--- config.mk ---
export PLATFORM = sky130hd
export DESIGN_NAME = audio_sector_scheduler
export DESIGN_NICKNAME = d
export VERILOG_FILES = /design/src/rtl/audio_sector_scheduler.sv
export SDC_FILE = /design/constraint.sdc
export NUM_CORES = 1
export LEC_CHECK = 0
export ABC_CLOCK_PERIOD_IN_PS = 3650
export CAP_MARGIN = 0
export CELL_PAD_IN_SITES_DETAIL_PLACEMENT = 0
export CELL_PAD_IN_SITES_GLOBAL_PLACEMENT = 2
export CORE_MARGIN = 5
export CORE_UTILIZATION = 41
export CTS_CLUSTER_DIAMETER = 100
export CTS_CLUSTER_SIZE = 40
export DETAILED_ROUTE_END_ITERATION = 6
export PLACE_DENSITY = 0.82
export SLEW_MARGIN = 25
export SYNTH_ARGS = -nofsm -noshare
export SYNTH_HDL_FRONTEND = slang
export SYNTH_SLANG_ARGS = --single-unit
export TNS_END_PERCENT = 1
--- constraint.sdc ---
create_clock -name clk -period 3.65 [get_ports clk]
set_input_delay 0.5475 -clock clk [delete_from_list [all_inputs] [get_ports clk]]
set_output_delay 0.5475 -clock clk [all_outputs]
set_load 0.02 [all_outputs]
--- src/rtl/audio_sector_scheduler.sv ---
// ADPCM sector scheduler: queues sector descriptors from the CDIC, launches them back-to-back
// on the sector player, counts output samples to detect sector end and returns buffer tags.
package audio_sector_pkg;
  localparam logic [1:0] k4Bps = 2'b00;
  localparam logic [1:0] k8Bps = 2'b01;

  typedef struct packed {
    logic       emphasis;
    logic       reserved;
    logic [1:0] bps;
    logic [1:0] rate;
    logic [1:0] chan;
  } header_coding_s;
endpackage

module audio_sector_scheduler
  import audio_sector_pkg::*;
#(
  parameter int QUEUE_DEPTH  = 4,
  parameter int TAG_W        = 2,
  parameter int SAMPLES_4BPS = 4032,
  parameter int SAMPLES_8BPS = 2016
) (
  input  logic                           clk,
  input  logic                           reset_n,
  input  logic                           push_valid,
  output logic                           push_ready,
  input  logic [12:0]                    push_addr,
  input  header_coding_s                 push_coding,
  input  logic [TAG_W-1:0]               push_tag,
  input  logic                           stop,
  output logic                           start_playback,
  output logic [12:0]                    playback_addr,
  output header_coding_s                 playback_coding,
  input  logic                           sample_strobe,
  output logic                           release_valid,
  output logic [TAG_W-1:0]               release_tag,
  output logic                           underrun,
  output logic                           busy,
  output logic [$clog2(QUEUE_DEPTH):0]   queue_level
);

  localparam int PTR_W   = $clog2(QUEUE_DEPTH);
  localparam int MAX_SMP = (SAMPLES_4BPS > SAMPLES_8BPS) ? SAMPLES_4BPS : SAMPLES_8BPS;
  localparam int CNT_W   = $clog2(MAX_SMP + 1);

  localparam logic [CNT_W-1:0] LOAD_4BPS = CNT_W'(SAMPLES_4BPS);
  localparam logic [CNT_W-1:0] LOAD_8BPS = CNT_W'(SAMPLES_8BPS);

  localparam logic [2:0] S_IDLE    = 3'd0;
  localparam logic [2:0] S_LAUNCH  = 3'd1;
  localparam logic [2:0] S_PLAYING = 3'd2;
  localparam logic [2:0] S_RELEASE = 3'd3;
  localparam logic [2:0] S_FLUSH   = 3'd4;

  logic [2:0]           state, state_nxt;
  logic                 stop_pending;
  logic                 clr_stop;
  logic [PTR_W:0]       wr_ptr, rd_ptr;
  logic [PTR_W:0]       level;
  logic                 full, empty;
  logic                 push_fire, pop;
  logic [PTR_W-1:0]     wr_idx, rd_idx;
  logic [CNT_W-1:0]     sample_cnt;
  logic [12:0]          cur_addr;
  header_coding_s       cur_coding;
  logic [TAG_W-1:0]     cur_tag;

  logic [12:0]          addr_mem   [QUEUE_DEPTH];
  header_coding_s       coding_mem [QUEUE_DEPTH];
  logic [TAG_W-1:0]     tag_mem    [QUEUE_DEPTH];

  // Pointers carry one extra wrap bit so full and empty are distinguishable.
  assign level  = wr_ptr - rd_ptr;
  assign full   = (level == (PTR_W+1)'(QUEUE_DEPTH));
  assign empty  = (level == '0);
  assign wr_idx = wr_ptr[PTR_W-1:0];
  assign rd_idx = rd_ptr[PTR_W-1:0];

  assign push_ready = !full && !stop_pending;
  assign push_fire  = push_valid && push_ready;
  assign pop        = (state == S_LAUNCH) || (state == S_FLUSH);

  always_comb begin
    state_nxt = state;
    clr_stop  = 1'b0;
    case (state)
      S_IDLE: begin
        if (stop_pending && !empty) begin
          state_nxt = S_FLUSH;
        end else if (stop_pending) begin
          clr_stop = 1'b1;
        end else if (!empty) begin
          state_nxt = S_LAUNCH;
        end
      end
      S_LAUNCH: state_nxt = S_PLAYING;
      S_PLAYING: begin
        if (sample_strobe && (sample_cnt == CNT_W'(1))) begin
          state_nxt = S_RELEASE;
        end
      end
      S_RELEASE: begin
        if (stop_pending) begin
          if (!empty) begin
            state_nxt = S_FLUSH;
          end else begin
            clr_stop  = 1'b1;
            state_nxt = S_IDLE;
          end
        end else if (!empty) begin
          state_nxt = S_LAUNCH;
        end else begin
          state_nxt = S_IDLE;
        end
      end
      S_FLUSH: begin
        if (level == (PTR_W+1)'(1)) begin
          clr_stop  = 1'b1;
          state_nxt = S_IDLE;
        end
      end
      default: state_nxt = S_IDLE;
    endcase
  end

  always_ff @(posedge clk or negedge reset_n) begin
    if (!reset_n) begin
      state        <= S_IDLE;
      stop_pending <= 1'b0;
      wr_ptr       <= '0;
      rd_ptr       <= '0;
      sample_cnt   <= '0;
      cur_addr     <= '0;
      cur_coding   <= '0;
      cur_tag      <= '0;
    end else begin
      state <= state_nxt;
      // A fresh stop wins over a clear landing in the same cycle.
      if (stop) begin
        stop_pending <= 1'b1;
      end else if (clr_stop) begin
        stop_pending <= 1'b0;
      end
      if (push_fire) begin
        wr_ptr <= wr_ptr + (PTR_W+1)'(1);
      end
      if (pop) begin
        rd_ptr <= rd_ptr + (PTR_W+1)'(1);
      end
      if (state == S_LAUNCH) begin
        cur_addr   <= addr_mem[rd_idx];
        cur_coding <= coding_mem[rd_idx];
        cur_tag    <= tag_mem[rd_idx];
        sample_cnt <= (coding_mem[rd_idx].bps == k8Bps) ? LOAD_8BPS : LOAD_4BPS;
      end else if ((state == S_PLAYING) && sample_strobe && (sample_cnt != '0)) begin
        sample_cnt <= sample_cnt - CNT_W'(1);
      end
    end
  end

  // Descriptor storage holds no reset: entries are only read behind a valid pointer.
  always_ff @(posedge clk) begin
    if (push_fire) begin
      addr_mem[wr_idx]   <= push_addr;
      coding_mem[wr_idx] <= push_coding;
      tag_mem[wr_idx]    <= push_tag;
    end
  end

  // The launched descriptor is visible on the playback bus during the launch pulse itself.
  assign start_playback  = (state == S_LAUNCH);
  assign playback_addr   = (state == S_LAUNCH) ? addr_mem[rd_idx]   : cur_addr;
  assign playback_coding = (state == S_LAUNCH) ? coding_mem[rd_idx] : cur_coding;
  assign release_valid   = (state == S_RELEASE) || (state == S_FLUSH);
  assign release_tag     = (state == S_FLUSH) ? tag_mem[rd_idx] : cur_tag;
  assign underrun        = (state == S_RELEASE) && !stop_pending && empty;
  assign busy            = (state != S_IDLE);
  assign queue_level     = level;

  a_no_pop_empty: assert property (@(posedge clk) disable iff (!reset_n) !(pop && empty));
  a_no_push_full: assert property (@(posedge clk) disable iff (!reset_n) !(push_fire && full && !pop));

endmodule

==> impl_table.tex <==
\begin{tabular}{lr}
\hline
Metric & Value \\
\hline
\multicolumn{2}{l}{\textbf{Outcome}} \\
Status & completed \\
\multicolumn{2}{l}{\textbf{Power and ir drop}} \\
Clock power share & 43.6\% \\
Cell Int Power & 2.75 mW \\
Switching fraction of total power & 22.1\% \\
Fraction of power consumed by sequential logic & 49.9\% \\
NetSw & 779 µW \\
Max IR drop VDD & 0.000299 V \\
Final total power & 3.53 mW \\
Combinational share of power & 6.5\% \\
PwrDens & 514 mW/mm² \\
Leakage & 2.55 nW \\
\multicolumn{2}{l}{\textbf{Floorplan}} \\
Die X-Extent & 126 µm \\
Initial Utilization & 41.7\% \\
Area enclosed by the die boundary & 0.0159 mm² \\
Number of rows in the core area & 42 \\
Die outline height & 126 µm \\
I/O Pins & 59 \\
Core region area & 0.0132 mm² \\
\multicolumn{2}{l}{\textbf{Layout}} \\
Most common library cell in the layout ignoring fill and taps & sky130\_fd\_sc\_hd\_\_edfxtp\_1 \\
Commonest cells after routing, fill and taps aside & sky130\_fd\_sc\_hd\_\_edfxtp\_1, sky130\_fd\_sc\_hd\_\_nand2\_1, sky130\_fd\_sc\_hd\_\_clkdlybuf4s50\_1, sky130\_fd\_sc\_hd\_\_dfrtp\_1, sky130\_fd\_sc\_hd\_\_mux4\_2 \\
Net count reported at finish & 464 \\
Area growth from synthesis to layout & 24.3\% \\
Layout cell share with drive strength beyond 1 & 16.2\% \\
Diode insertion count for antenna repair & 0 \\
Design area & 0.00686 mm² \\
\multicolumn{2}{l}{\textbf{Clock network}} \\
Maximum level of the CTS H-tree & 4 \\
CTS tree & done \\
Post-CTS Hold Buffers & 0 \\
Clock Sink Count & 137 \\
Post-CTS Setup Repair Bufs & 0 \\
Clock transition at the registers of the reported paths & 60 ps \\
Clock latency on the worst-skew pair & 410 ps \\
Root buffer cell & sky130\_fd\_sc\_hd\_\_clkbuf\_16 \\
Post\_cts resized & 0 \\
Clock buffer count from CTS & 17 \\
Number of buffers between clock root and the deepest sink & 2 \\
\multicolumn{2}{l}{\textbf{Yosys}} \\
Synthesized netlist cell count & 355 \\
Number of library cell types mapped by synthesis & 47 \\
Fraction of the yosys area taken by sequential cells & 70.4\% \\
Synthesis-stage register bit count & 137 \\
Warning count from the yosys run & 0 \\
Mean post-synth cell area & 15.6 µm² \\
Count of flip-flops with a built-in enable after synthesis & 92 \\
Share of synthesized registers carrying an async set or reset & 32.8\% \\
Post-Synthesis Cell Area & 0.00552 mm² \\
Top flip-flop cell by instance count after synthesis & sky130\_fd\_sc\_hd\_\_edfxtp\_1 \\
Net Count, Synth & 393 \\
\multicolumn{2}{l}{\textbf{Setup path}} \\
Worst reg2reg path endpoint & addr\_mem[3][12]\$\_DFFE\_PP\_ \\
Worst flop-to-flop path startpoint & wr\_ptr[0]\$\_DFFE\_PN0P\_ \\
Internal reg-to-reg setup slack & 950 ps \\
Worst Path Required & 3100 ps \\
Critical path start-end classification & reg -> out \\
Critical path startpoint category & register \\
Max FO, Critical Path & 5 \\
Data arrival, critical path & 2890 ps \\
Launching element of the worst setup path & wr\_ptr[0]\$\_DFFE\_PN0P\_ \\
FF-to-FF path depth & 7 \\
Crit end category & primary output \\
\multicolumn{2}{l}{\textbf{STA}} \\
Slew headroom & 65.2\% \\
Total count of hold-check failures in the final report & 0 \\
Fin. max-slew vios & 0 \\
Clk\_skew & 6.03 ps \\
Shortest clock period the worst path allows after layout & 3430 ps \\
Total Neg Setup Slack & 0 ps \\
Highest clock frequency the design can meet & 0.291 GHz \\
Slew at the pin closest to its max-slew limit & 523 ps \\
Tcrit/Tclk final & 94.1\% \\
Setup-violating endpoint count in the final report & 0 \\
Unrepaired setup endpoints after global routing & no \\
\multicolumn{2}{l}{\textbf{Detailed routing}} \\
Post-detailed-route via-to-cell ratio & 5.00 \\
Number of vias in the routed layout & 3072 \\
Drt initial violations & 219 \\
Count of TritonRoute iterations in the first routing pass & 4 \\
Total length of routed wires & 10.3 mm \\
Routed wirelength normalized by instance count & 16.8 µm \\
DRC & 0 \\
Antenna Violating Nets Remaining & 0 \\
\multicolumn{2}{l}{\textbf{Global route}} \\
Maximum number of pins on one net before global-route repair & 34 \\
Global-route wire length before repair & 16.7 mm \\
Overall global routing resource usage & 13.7\% \\
Initial antenna violation count & 0 \\
Total global routing overflow & 0 \\
Number of global-route vias before repair & 3247 \\
\multicolumn{2}{l}{\textbf{Min path}} \\
Hold Path Class & in -> async \\
\multicolumn{2}{l}{\textbf{Placement}} \\
Hpwl dp & 6.48 mm \\
Routability cong. & 0.758 \\
Total cell area at the placement stage & 0.00632 mm² \\
\# port buffers & 58 \\
\multicolumn{2}{l}{\textbf{Job}} \\
Max-capacitance violation count & 0 \\
\hline
\end{tabular}
## critical path: stages (launching register included)
cell,delay (ps)
sky130_fd_sc_hd__dfrtp_1,410
sky130_fd_sc_hd__inv_1,110
sky130_fd_sc_hd__ha_1,220
sky130_fd_sc_hd__fa_1,370
sky130_fd_sc_hd__xor3_1,260
sky130_fd_sc_hd__nor3_1,270
sky130_fd_sc_hd__and4_1,240
sky130_fd_sc_hd__clkdlybuf4s50_1,610
## routing by layer
metal / global-route usage (%) / part of all wire [%]
met5: 0 / 0
met4: 5.62 / 1.2
met3: 4.19 / 4.1
met2: 21.1 / 47
met1: 18.3 / 47
## final cells by class
cell class | instances | area (µm²)
clock buffers | 20 | 437
clock inverters | 12 | 103
fillers | 1151 | 6380
inverters | 7 | 26.3
multi-input cells | 195 | 1540
flip-flops and latches | 137 | 3890
well taps | 176 | 220
repair buffers | 68 | 651
## Yosys cell counts (2+ instances only)
| cell type | n | area share [%] |
|---|---|---|
| sky130_fd_sc_hd__inv_1 | 6 | 0.41 |
| sky130_fd_sc_hd__nand2_1 | 76 | 5.2 |
| sky130_fd_sc_hd__xnor2_1 | 3 | 0.48 |
| sky130_fd_sc_hd__dfrtp_1 | 45 | 20 |
| sky130_fd_sc_hd__mux4_2 | 23 | 9.4 |
| sky130_fd_sc_hd__nor2b_1 | 2 | 0.23 |
| sky130_fd_sc_hd__ha_1 | 9 | 2.0 |
| sky130_fd_sc_hd__buf_2 | 5 | 0.45 |
| sky130_fd_sc_hd__and3_1 | 4 | 0.45 |
| sky130_fd_sc_hd__nor3_1 | 5 | 0.45 |
| sky130_fd_sc_hd__nand3_1 | 6 | 0.54 |
| sky130_fd_sc_hd__mux2_2 | 4 | 0.82 |
| sky130_fd_sc_hd__clkbuf_1 | 9 | 0.61 |
| sky130_fd_sc_hd__nand2b_1 | 4 | 0.45 |
| sky130_fd_sc_hd__mux2i_1 | 3 | 0.54 |
| sky130_fd_sc_hd__o21ai_0 | 3 | 0.27 |
| sky130_fd_sc_hd__or4_1 | 4 | 0.54 |
| sky130_fd_sc_hd__edfxtp_1 | 92 | 50 |
| sky130_fd_sc_hd__nor2_1 | 12 | 0.82 |
| sky130_fd_sc_hd__o31ai_1 | 3 | 0.41 |
| sky130_fd_sc_hd__xor2_1 | 3 | 0.48 |
| sky130_fd_sc_hd__or3_1 | 3 | 0.34 |
| sky130_fd_sc_hd__a31oi_1 | 3 | 0.34 |
| sky130_fd_sc_hd__nand4b_1 | 2 | 0.32 |
| sky130_fd_sc_hd__a21oi_1 | 4 | 0.36 |
## through the flow
step                worst slack (ps)  hold WS [ps]  std cells  utilization, %
floorplan                        547           252        355               -
finish                           216           103        615            51.8
global placement                 678           453        583            47.8
global route                    40.9           137        615            51.8
CTS                              198           104        615            51.8
detailed placement               654           458        583            47.8
## cell families after synthesis
family	after synthesis	share of synthesized area, %
adders and majority gates	10	2.40
and+or+nand+nor	128	10.9
DFF	137	70.4
xor gates and xnor gates	7	1.38
buffers and inverters	23	1.74
AOI/OAI and AO/OA	20	2.42
muxes	30	10.7
## power groups by stage
stage | combinational, mW | clock [mW] | sequential, mW
floorplan | 0.140 | 0 | 1.78
global placement | 0.223 | 0 | 1.79
detailed placement | 0.231 | 0 | 1.79
CTS | 0.234 | 1.58 | 1.76
global route | 0.263 | 1.65 | 1.77
finish | 0.229 | 1.54 | 1.76
## flip-flops by register name, summed over array words and instances, names as in the netlist
signal,flops
wr_ptr,3
cur_coding,8
cur_tag,2
rd_ptr,3
stop_pending,1
addr_mem,52
sample_cnt,12
tag_mem,8
state,3
cur_addr,13
coding_mem,32
## worst max-delay path by stage
stage,to,slack [ps],cells after the start
final,underrun,220,7
after global placement,underrun,680,7
after global routing,underrun,40,7
after floorplan,addr_mem[3][0]$_DFFE_PP_,550,6
after detailed placement,underrun,650,7
after CTS,underrun,200,7
No activity file was read; power rests on OpenSTA's default activity.
